## config.mk

```make
export PLATFORM = sky130hd
export DESIGN_NAME = a0_trace_fifo_flat
export DESIGN_NICKNAME = d
export VERILOG_FILES = /design/src/rtl/a0_trace_fifo_if.sv /design/src/rtl/a0_trace_fifo.sv /design/src/flat_wrapper.sv
export SDC_FILE = /design/constraint.sdc
export NUM_CORES = 1
export LEC_CHECK = 0
export BUFFER_PORTS_ARGS = -buffer_cell sky130_fd_sc_hd__buf_2
export CAP_MARGIN = 20
export CORE_MARGIN = 2
export CORE_UTILIZATION = 30
export CTS_BUF_LIST = sky130_fd_sc_hd__clkbuf_16
export DETAILED_ROUTE_END_ITERATION = 12
export REMOVE_ABC_BUFFERS = 1
export SKIP_LAST_GASP = 1
export SYNTH_ARGS = -nofsm -noshare
export SYNTH_HDL_FRONTEND = slang
export SYNTH_SLANG_ARGS = --single-unit
export TNS_END_PERCENT = 100
```

## constraint.sdc

```tcl
create_clock -name clk -period 5.85 [get_ports clk]
set_clock_uncertainty 0.05 [all_clocks]
set_input_delay 0.585 -clock clk [delete_from_list [all_inputs] [get_ports clk]]
set_output_delay 0.585 -clock clk [all_outputs]
set_load 0.005 [all_outputs]
```

## src/rtl/a0_trace_fifo_if.sv

```systemverilog
// rtl/a0_trace_fifo_if.sv - drain-side valid/ready stream of the a0 trace FIFO
//
// Signals:
//   out_valid  head entry available (driven by the FIFO)
//   out_ready  consumer accepts the head entry (driven by the consumer)
//   out_data   head entry a0 value
//   out_ts     head entry capture timestamp (0 when timestamps are disabled)
// Modports: master = FIFO side, slave = consumer side.

interface a0_trace_fifo_if #(
  parameter int DATA_WIDTH = 32,
  parameter int TS_WIDTH   = 16
) ();

  logic                  out_valid;
  logic                  out_ready;
  logic [DATA_WIDTH-1:0] out_data;
  logic [TS_WIDTH-1:0]   out_ts;

  modport master (
    output out_valid,
    input  out_ready,
    output out_data,
    output out_ts
  );

  modport slave (
    input  out_valid,
    output out_ready,
    input  out_data,
    input  out_ts
  );

endinterface

```

## src/rtl/a0_trace_fifo.sv

```systemverilog
// rtl/a0_trace_fifo.sv - change-detecting a0 capture FIFO with optional timestamps
//
// Samples the CPU a0 output every cycle while en=1 and pushes each new value into
// a first-word-fall-through FIFO drained over a valid/ready stream.
//
// Optional feature macro: A0_TRACE_TIMESTAMP_EN
//   defined     -> free-running cycle counter, each entry also stores its capture
//                  timestamp, out_ts carries it
//   not defined -> no counter, no timestamp storage, out_ts tied to 0
//
// Ports:
//   clk           clock, all state updates on rising edge
//   rst           synchronous active-high reset (overrides everything)
//   en            capture enable
//   a0            a0 value from the CPU top
//   trace         drain stream (a0_trace_fifo_if.master): out_valid/out_ready/
//                 out_data/out_ts
//   count         entries held, 0..DEPTH
//   overflow      sticky flag, set when a push had to be dropped
//   clr_overflow  clears overflow (a same-cycle drop wins)

module a0_trace_fifo #(
  parameter int DATA_WIDTH = 32,
  parameter int DEPTH      = 16,
  parameter int TS_WIDTH   = 16
) (
  input  logic                     clk,
  input  logic                     rst,
  input  logic                     en,
  input  logic [DATA_WIDTH-1:0]    a0,
  a0_trace_fifo_if.master          trace,
  output logic [$clog2(DEPTH):0]   count,
  output logic                     overflow,
  input  logic                     clr_overflow
);

  localparam int PW = $clog2(DEPTH);
  localparam int CW = PW + 1;

  logic [DATA_WIDTH-1:0] data_mem [DEPTH];
  logic [PW-1:0]         wr_ptr;
  logic [PW-1:0]         rd_ptr;
  logic [DATA_WIDTH-1:0] prev;
  logic                  prev_valid;

  logic push_req;
  logic pop;
  logic full;
  logic push_ok;
  logic drop;

  // A value is new if nothing has been sampled since reset or it differs from
  // the last sample; repeats of the same value are not traced.
  assign push_req = en && (!prev_valid || (a0 != prev));
  assign pop      = (count != '0) && trace.out_ready;
  assign full     = (count == CW'(DEPTH));
  // A full FIFO still accepts a push when the head leaves in the same cycle.
  assign push_ok  = push_req && (!full || pop);
  assign drop     = push_req && !push_ok;

  assign trace.out_valid = (count != '0);
  assign trace.out_data  = data_mem[rd_ptr];

`ifdef A0_TRACE_TIMESTAMP_EN
  logic [TS_WIDTH-1:0] ts_cnt;
  logic [TS_WIDTH-1:0] ts_mem [DEPTH];

  assign trace.out_ts = ts_mem[rd_ptr];

  // Reads 0 in the first cycle after reset and wraps naturally.
  always_ff @(posedge clk) begin
    if (rst) begin
      ts_cnt <= '0;
    end else begin
      ts_cnt <= ts_cnt + TS_WIDTH'(1);
    end
  end

  always_ff @(posedge clk) begin
    if (!rst && push_ok) begin
      ts_mem[wr_ptr] <= ts_cnt;
    end
  end
`else
  assign trace.out_ts = '0;
`endif

  // Storage is not reset; only pointers and count define what is valid.
  always_ff @(posedge clk) begin
    if (!rst && push_ok) begin
      data_mem[wr_ptr] <= a0;
    end
  end

  always_ff @(posedge clk) begin
    if (rst) begin
      wr_ptr     <= '0;
      rd_ptr     <= '0;
      count      <= '0;
      overflow   <= 1'b0;
      prev       <= '0;
      prev_valid <= 1'b0;
    end else begin
      // prev tracks the input even when the push is dropped, so a value that
      // was lost to overflow is not retried on the following cycles.
      if (en) begin
        prev       <= a0;
        prev_valid <= 1'b1;
      end

      if (push_ok) begin
        wr_ptr <= wr_ptr + PW'(1);
      end
      if (pop) begin
        rd_ptr <= rd_ptr + PW'(1);
      end

      case ({push_ok, pop})
        2'b10:   count <= count + CW'(1);
        2'b01:   count <= count - CW'(1);
        default: count <= count;
      endcase

      if (drop) begin
        overflow <= 1'b1;
      end else if (clr_overflow) begin
        overflow <= 1'b0;
      end
    end
  end

endmodule
```

## src/flat_wrapper.sv

```systemverilog
// flat-port wrapper written by rule: the top's interface ports become plain ports
module a0_trace_fifo_flat 
#(
  parameter int DATA_WIDTH = 32,
  parameter int DEPTH      = 16,
  parameter int TS_WIDTH   = 16
)
  (clk, rst, en, a0, count, overflow, clr_overflow, trace_out_valid, trace_out_ready, trace_out_data, trace_out_ts);
  a0_trace_fifo_if #(.DATA_WIDTH(DATA_WIDTH), .TS_WIDTH(TS_WIDTH)) trace_i ();
  input  logic clk;
  input  logic rst;
  input  logic en;
  input  logic [DATA_WIDTH-1:0] a0;
  output logic [$clog2(DEPTH):0] count;
  output logic overflow;
  input  logic clr_overflow;
  output wire logic [$bits(trace_i.out_valid)-1:0] trace_out_valid;
  input wire logic [$bits(trace_i.out_ready)-1:0] trace_out_ready;
  output wire logic [$bits(trace_i.out_data)-1:0] trace_out_data;
  output wire logic [$bits(trace_i.out_ts)-1:0] trace_out_ts;
  assign trace_out_valid = trace_i.out_valid;
  assign trace_i.out_ready = trace_out_ready;
  assign trace_out_data = trace_i.out_data;
  assign trace_out_ts = trace_i.out_ts;
  a0_trace_fifo #(.DATA_WIDTH(DATA_WIDTH), .DEPTH(DEPTH), .TS_WIDTH(TS_WIDTH)) u_core (.clk(clk), .rst(rst), .en(en), .a0(a0), .trace(trace_i), .count(count), .overflow(overflow), .clr_overflow(clr_overflow));
endmodule
```

==> summary.txt, run 1 <==
Global routing
  – Vias in the first global route: 10420
  – Grt total ovfl: 0
  – First-pass GRT wire length: 69.03 mm
  – Largest net degree at the start of global routing: 58
  – Initial antenna violation count: 7
  – GRT Overall Usage: 12.51%

Die
  – Die area: 74680 um2
  – Row cnt: 98
  – Die height: 273.3 um
  – Initial Util: 30.38%
  – Core Footprint: 71610 um2
  – Die X: 273.3 um
  – Ports: 92

Detailed routing
  – Routed Antenna Nets: 0
  – Router iterations before antenna repair: 5
  – Via count: 9880
  – 1st-iter DRT viols: 892
  – DR WL/cell: 22.16 um
  – Routed vias/inst: 4.691
  – Aggregate routed wire length: 46.68 mm
  – Residual DRC: 0

Clock tree
  – TritonCTS Buffers: 57
  – CTS Root Cell: clkbuf_16
  – Maximum buffer depth of the clock tree: 3
  – Clock sink total: 563
  – Post-CTS Resized: 0
  – H-tree lvl count: 2
  – Setup bufs post-CTS: 0
  – CTS tree: done
  – Worst-skew pair later-pin latency: 0.60 ns
  – CTS clock-pin slew for the worst setup and hold paths: 0.06 ns
  – CTS Hold Buffers Added: 0

Power and ir drop
  – Power Dens Cells: 385.5 nW/um2
  – Leakage: 8.007 nW
  – Peak supply drop: 0.2260 mV

Finish
  – Share of cells above drive strength 1: 32.70%
  – Layout fillers: 6613
  – Area taken by flip-flops and latches: 16410 um2
  – Non-Filler Instances: 2106
  – Final instance area: 25310 um2
  – Antenna cells: 0
  – Area grow syn2layout: 16.36%
  – Nets@finish: 1157
  – Multi-input gate area in the final layout: 5206 um2

STA
  – Crit share post-route: 69.26%
  – Min Tclk post-route: 4.052 ns
  – Slew @ Worst Pin: 1.099 ns
  – Setup Viol. Count Final: 0
  – Final TNS setup: 0 ns
  – Slew HR: 26.12%
  – WHS: 0.1981 ns
  – Final Max Slew Viols: 0
  – Number of hold violations in the final report: 0
  – Unrepaired setup endpoints after global routing: no
  – Max Clock Freq: 246.8 MHz

Worst setup path
  – CP Max Fanout: 57
  – Crit path capture type: primary output
  – R2R depth: 8
  – End of the critical path: trace_out_data[13]
  – Reg-to-reg critical path endpoint: u_core.data_mem[14][21]
  – Worst flop-to-flop path startpoint: u_core.prev[12]
  – Critical path data required time: 5.22 ns
  – Worst R2R Setup Slack: 2.06 ns
  – Crit Path Class: register to primary output
  – Arr. time, crit path: 3.42 ns
  – CP Launch Type: register

Placed design
  – Placed insts: 2002
  – Placer Congestion: 0.7284
  – Dpl cell area: 23510 um2
  – PortBufs: 75
  – Detailed placement HPWL: 27.33 mm

Yosys
  – Top cells by area, synth: edfxtp_1 (71%), mux4_2 (17%), dfxtp_1 (4.7%)
  – Post-synthesis sequential area ratio: 75.37%
  – Yosys top cell area share: 70.68%
  – Ys Warns: 0
  – FFs w/ async S/R, synth: 0%
  – Most frequent cell after synthesis: edfxtp_1
  – Mapped cell area: 21750 um2
  – Mapped Avg Cell Area: 21.95 um2
  – Synth unique cells: 38
  – Cell count after synthesis: 991
  – Synth area leader: edfxtp_1
  – Most instantiated cells after synthesis: edfxtp_1 (512), mux4_2 (160), nor2_1 (54), dfxtp_1 (51), clkbuf_1 (37)
  – Post-synth EDFFs: 512
  – Post-synthesis sequential element count: 563
  – Synth Flop Type: edfxtp_1

Hold path
  – HP Class: input pin to register
  – WHS Path Cells: 3

Run
  – Max-Cap Viols: 0

Run status
  – Outcome: complete, no violations
## sequential cells by signal, summed over array words and instances (netlist names), named ones only
name               count
u_core.overflow        1
u_core.prev           32
u_core.wr_ptr          4
u_core.rd_ptr          4
u_core.prev_valid      1
u_core.data_mem      512
u_core.count           5
## through the flow
step | power (W) | setup WS, ns | util (%)
floorplan | 0.006013 | -1.213 | -
global placement | 0.006368 | 1.648 | 32.71
detailed placement | 0.006389 | 1.559 | 32.83
CTS | 0.009902 | 1.620 | 35.35
global route | 0.01015 | 1.490 | 35.35
finish | 0.009759 | 1.798 | 35.35
## critical path: stages (launching register included)
cell,delay [ns]
dfxtp_4,0.91
buf_12,0.50
mux4_2,0.58
mux4_2,0.58
buf_2,0.17
## how the worst min path moves through the flow
stage | start | endpoint
after floorplan | u_core.prev_valid | u_core.prev_valid
after global placement | u_core.prev_valid | u_core.prev_valid
after detailed placement | u_core.prev_valid | u_core.prev_valid
after CTS | clr_overflow | u_core.overflow
after global routing | clr_overflow | u_core.overflow
final | clr_overflow | u_core.overflow
## where the power goes
part	leakage [nW]	internal, W	switching (W)
logic	2.04	0.000899	0.000715
clock network	0.936	0.00203	0.00149
registers	5.03	0.00447	0.000157
total	8.01	0.00740	0.00236
## metal layers
layer  track usage [%]  share of wire, %  vias to the layer above
li1                  -                 -                     4301
met4             3.164               2.0                       12
met3             2.974               5.4                       78
met5                 0              0.16                        -
met2             20.21                49                      199
met1             17.01                44                     5290
## cell families (layout without fill, tap and decap cells)
group | count (synthesis) | in the layout | synth area share (%)
flip-flops | 563 | 563 | 75.37
multiplexers | 199 | 199 | 18.38
AND/OR/NAND/NOR | 105 | 105 | 2.375
buffers and inverters | 67 | 217 | 1.484
XOR/XNOR | 38 | 38 | 1.530
adder cells (fa/ha/maj) | 9 | 9 | 0.5522
AO/OA/AOI/OAI | 9 | 9 | 0.2875
other | 1 | 16 | 0.01724
## layout by cell type, fill, tap and decap left out, types with 3 or more instances in the layout
cell type / synthesis / layout
nand2b_1: 4 / 4
bufinv_16: 0 / 6
clkbuf_16: 0 / 57
nor2_4: 0 / 8
nor2b_1: 4 / 4
mux4_2: 160 / 160
inv_1: 2 / 16
conb_1: 1 / 16
mux2i_1: 35 / 35
nand4_1: 6 / 6
buf_4: 16 / 30
edfxtp_1: 512 / 512
a21oi_1: 5 / 5
nor4_1: 12 / 4
buf_2: 3 / 75
mux2_1: 4 / 4
clkinv_1: 0 / 11
buf_12: 0 / 5
xnor2_1: 19 / 19
nand2_1: 11 / 11
clkinv_2: 0 / 10
nor2_1: 54 / 46
xor2_1: 19 / 19
inv_6: 0 / 3
dfxtp_1: 51 / 47
ha_1: 8 / 8
nor4_2: 0 / 8
## layout make-up
| type | instances | area share (%) |
|---|---|---|
| Timing Repair Buffer | 110 | 2.768 |
| Sequential cell | 563 | 64.81 |
| Clock inverter | 47 | 1.478 |
| Clock buffer | 57 | 5.635 |
| Multi-Input combinational cell | 376 | 20.57 |
| Inverter | 3 | 0.04449 |
| Tap cell | 950 | 4.696 |
(Power assumes the default switching activity.)
==> run 2: changes to the inputs <==
==> constraint.sdc (replaced) <==
create_clock -name clk -period 4 [get_ports clk]
set_clock_uncertainty 0.05 [all_clocks]
set_input_delay 0.4 -clock clk [delete_from_list [all_inputs] [get_ports clk]]
set_output_delay 0.4 -clock clk [all_outputs]
set_load 0.005 [all_outputs]
==> summary.txt, run 2 (synthesis results as in run 1) <==
Run status
  – Outcome: complete, no violations

Worst setup path
  – R2R depth: 12 (+4)
  – CP bufs+invs: 2 (unchanged)
  – Worst R2R Setup Slack: 0.55 ns (-1.51 ns)
  – Critical path data required time: 3.55 ns (-1.67 ns)
  – Worst flop-to-flop path startpoint: u_core.prev[0]
  – CP top delay family: multiplexers
  – Most common cell on crit path: mux4_2
  – Crit path capture type: primary output
  – Arr. time, crit path: 3.00 ns (-0.42 ns)
  – Crit-path slowest cell: dfxtp_4
  – CP Max Fanout: 29 (-49%)
  – CP Launch Type: register
  – Worst path cell trace: buf_4 > mux4_2 > mux4_2 > buf_2
  – Crit Path Class: register to primary output
  – Reg-to-reg critical path endpoint: u_core.count[4]
  – Critical Path Max Stage Delay: 0.75 ns (-0.16 ns)

Global routing
  – First-pass GRT wire length: 74.09 mm (+7.3%)
  – Initial antenna violation count: 6 (-1)
  – Largest net degree at the start of global routing: 52 (-10%)
  – GRT Overall Usage: 13.70% (+1.2 points)
  – Grt total ovfl: 0 (unchanged)
  – Vias in the first global route: 10820 (+3.8%)

Finish
  – Commonest cells after routing, fill and taps aside: edfxtp_1 (512), mux4_2 (160), buf_2 (75)
  – Final instance area: 25590 um2 (+1.1%)
  – Largest registers: u_core.data_mem x512, u_core.prev x32, u_core.count x5
  – Commonest non-fill, non-tap cell in the layout: edfxtp_1
  – Most flops, register: u_core.data_mem
  – Antenna cells: 0 (unchanged)
  – Nets@finish: 1187 (+2.6%)
  – Share of cells above drive strength 1: 33.95% (+1.3 points)
  – Area grow syn2layout: 17.62%
  – Largest register FFs: 512 (unchanged)
  – Non-Filler Instances: 2137 (+1.5%)

STA
  – Final Max Slew Viols: 0 (unchanged)
  – Slew HR: 38.04% (+12 points)
  – Setup Viol. Count Final: 0 (unchanged)
  – Crit share post-route: 86.30%
  – Slew @ Worst Pin: 0.9272 ns (-0.1718 ns)
  – Final TNS setup: 0 ns (unchanged)
  – Unrepaired setup endpoints after global routing: no
  – Min Tclk post-route: 3.452 ns
  – Number of hold violations in the final report: 0 (unchanged)
  – Max Clock Freq: 289.7 MHz

Clock tree
  – H-tree lvl count: 2 (unchanged)
  – Clock sink total: 563 (unchanged)
  – CTS tree: done
  – TritonCTS Buffers: 55 (-3.5%)
  – Maximum buffer depth of the clock tree: 3 (unchanged)
  – Worst-skew pair later-pin latency: 0.61 ns (about the same)
  – CTS Root Cell: clkbuf_16
  – Setup bufs post-CTS: 0 (unchanged)
  – CTS clock-pin slew for the worst setup and hold paths: 0.06 ns (about the same)
  – CTS Hold Buffers Added: 2 (+2)
  – Post-CTS Resized: 0 (unchanged)

Detailed routing
  – Routed vias/inst: 4.777 (+1.8%)
  – Via count: 10210 (+3.3%)
  – Aggregate routed wire length: 51.09 mm (+9.4%)
  – DR WL/cell: 23.91 um (+7.9%)
  – Router iterations before antenna repair: 5 (unchanged)
  – 1st-iter DRT viols: 712 (-20%)
  – Routed Antenna Nets: 0 (unchanged)
  – Residual DRC: 0 (unchanged)

Die
  – Die height: 273.3 um (unchanged)
  – Row cnt: 98 (unchanged)
  – Ports: 92 (unchanged)
  – Core Footprint: 71610 um2 (unchanged)
  – Die X: 273.3 um (unchanged)
  – Initial Util: 30.38% (unchanged)
  – Die area: 74680 um2 (unchanged)

Power and ir drop
  – Peak supply drop: 0.3052 mV (+35%)
  – Power Dens Cells: 557.0 nW/um2 (+44%)
  – Leakage: 8.158 nW (+1.9%)
  – Total power: 0.01425 W (+46%)

Placed design
  – Placer Congestion: 0.7787 (+6.9%)
  – Dpl cell area: 23810 um2 (+1.2%)
  – Placed insts: 2031 (+1.4%)
  – PortBufs: 75 (unchanged)
  – Detailed placement HPWL: 30.00 mm (+9.8%)

Hold path
  – WHS Path Cells: 1 (-2)
  – Worst Hold Launch: a0[6]
  – HP Class: input pin to register
  – Hold path endpoint: u_core.data_mem[14][6]

Run
  – Max-Cap Viols: 0 (unchanged)
## run 2: cell types whose count changed in the layout (fill, tap and decap cells not counted)
cell,change
clkinv_2,-1
inv_16,+1
dlygate4sd3_1,+2
bufinv_16,-1
inv_1,-1
buf_16,+1
clkbuf_16,-2
clkinv_4,-1
clkinv_1,+5
clkinvlp_4,-1
buf_12,+6
buf_4,+23
## run 2: final cells by class
class                      count  area, um2
clock buffer                  55       1376
clock inverter                48      357.8
fill                        6599      46020
inverter                       3      11.26
multi-input combinational    376       5206
sequential                   563      16410
tap                          950       1189
timing repair buffer         142       1041
## run 2: routing by layer
| layer | vias up | global-route usage [%] | wire (um) |
|---|---|---|---|
| met3 | 78 | 3.096 | 2907 |
| met2 | 280 | 23.70 | 26030 |
| met4 | 12 | 3.005 | 922 |
| met1 | 5478 | 17.55 | 21160 |
| met5 | - | 0 | 65 |
| li1 | 4360 | - | - |
## run 2: power breakdown
part	internal, W	leakage (nW)	total (W)	switching (W)
Sequential	0.00654	5.03	0.00670	0.000158
Clock	0.00282	0.901	0.00501	0.00219
Combinational	0.00139	2.22	0.00254	0.00115
## run 2: through the flow
stage          hold slack (ns)  worst slack [ns]  utilization, %
4_1_cts               0.001279            0.4003           35.69
3_3_place_gp            0.4086            0.3189           33.24
3_5_place_dp            0.4214            0.2797           33.24
2_1_floorplan           0.3839            -2.878               -
6_report               0.03094            0.5481           35.73
5_1_grt                0.01593            0.3454           35.73
## run 2: how the worst max path moves through the flow
stage | slack (ns) | depth (start not counted) | end | start
6_report | 0.55 | 4 | trace_out_data[24] | register
2_1_floorplan | -2.88 | 2 | trace_out_data[0] | register
3_3_place_gp | 0.32 | 12 | u_core.data_mem[13][6] | a0[0]
4_1_cts | 0.40 | 4 | trace_out_data[24] | register
3_5_place_dp | 0.28 | 12 | u_core.data_mem[13][4] | a0[0]
5_1_grt | 0.35 | 4 | trace_out_data[24] | register
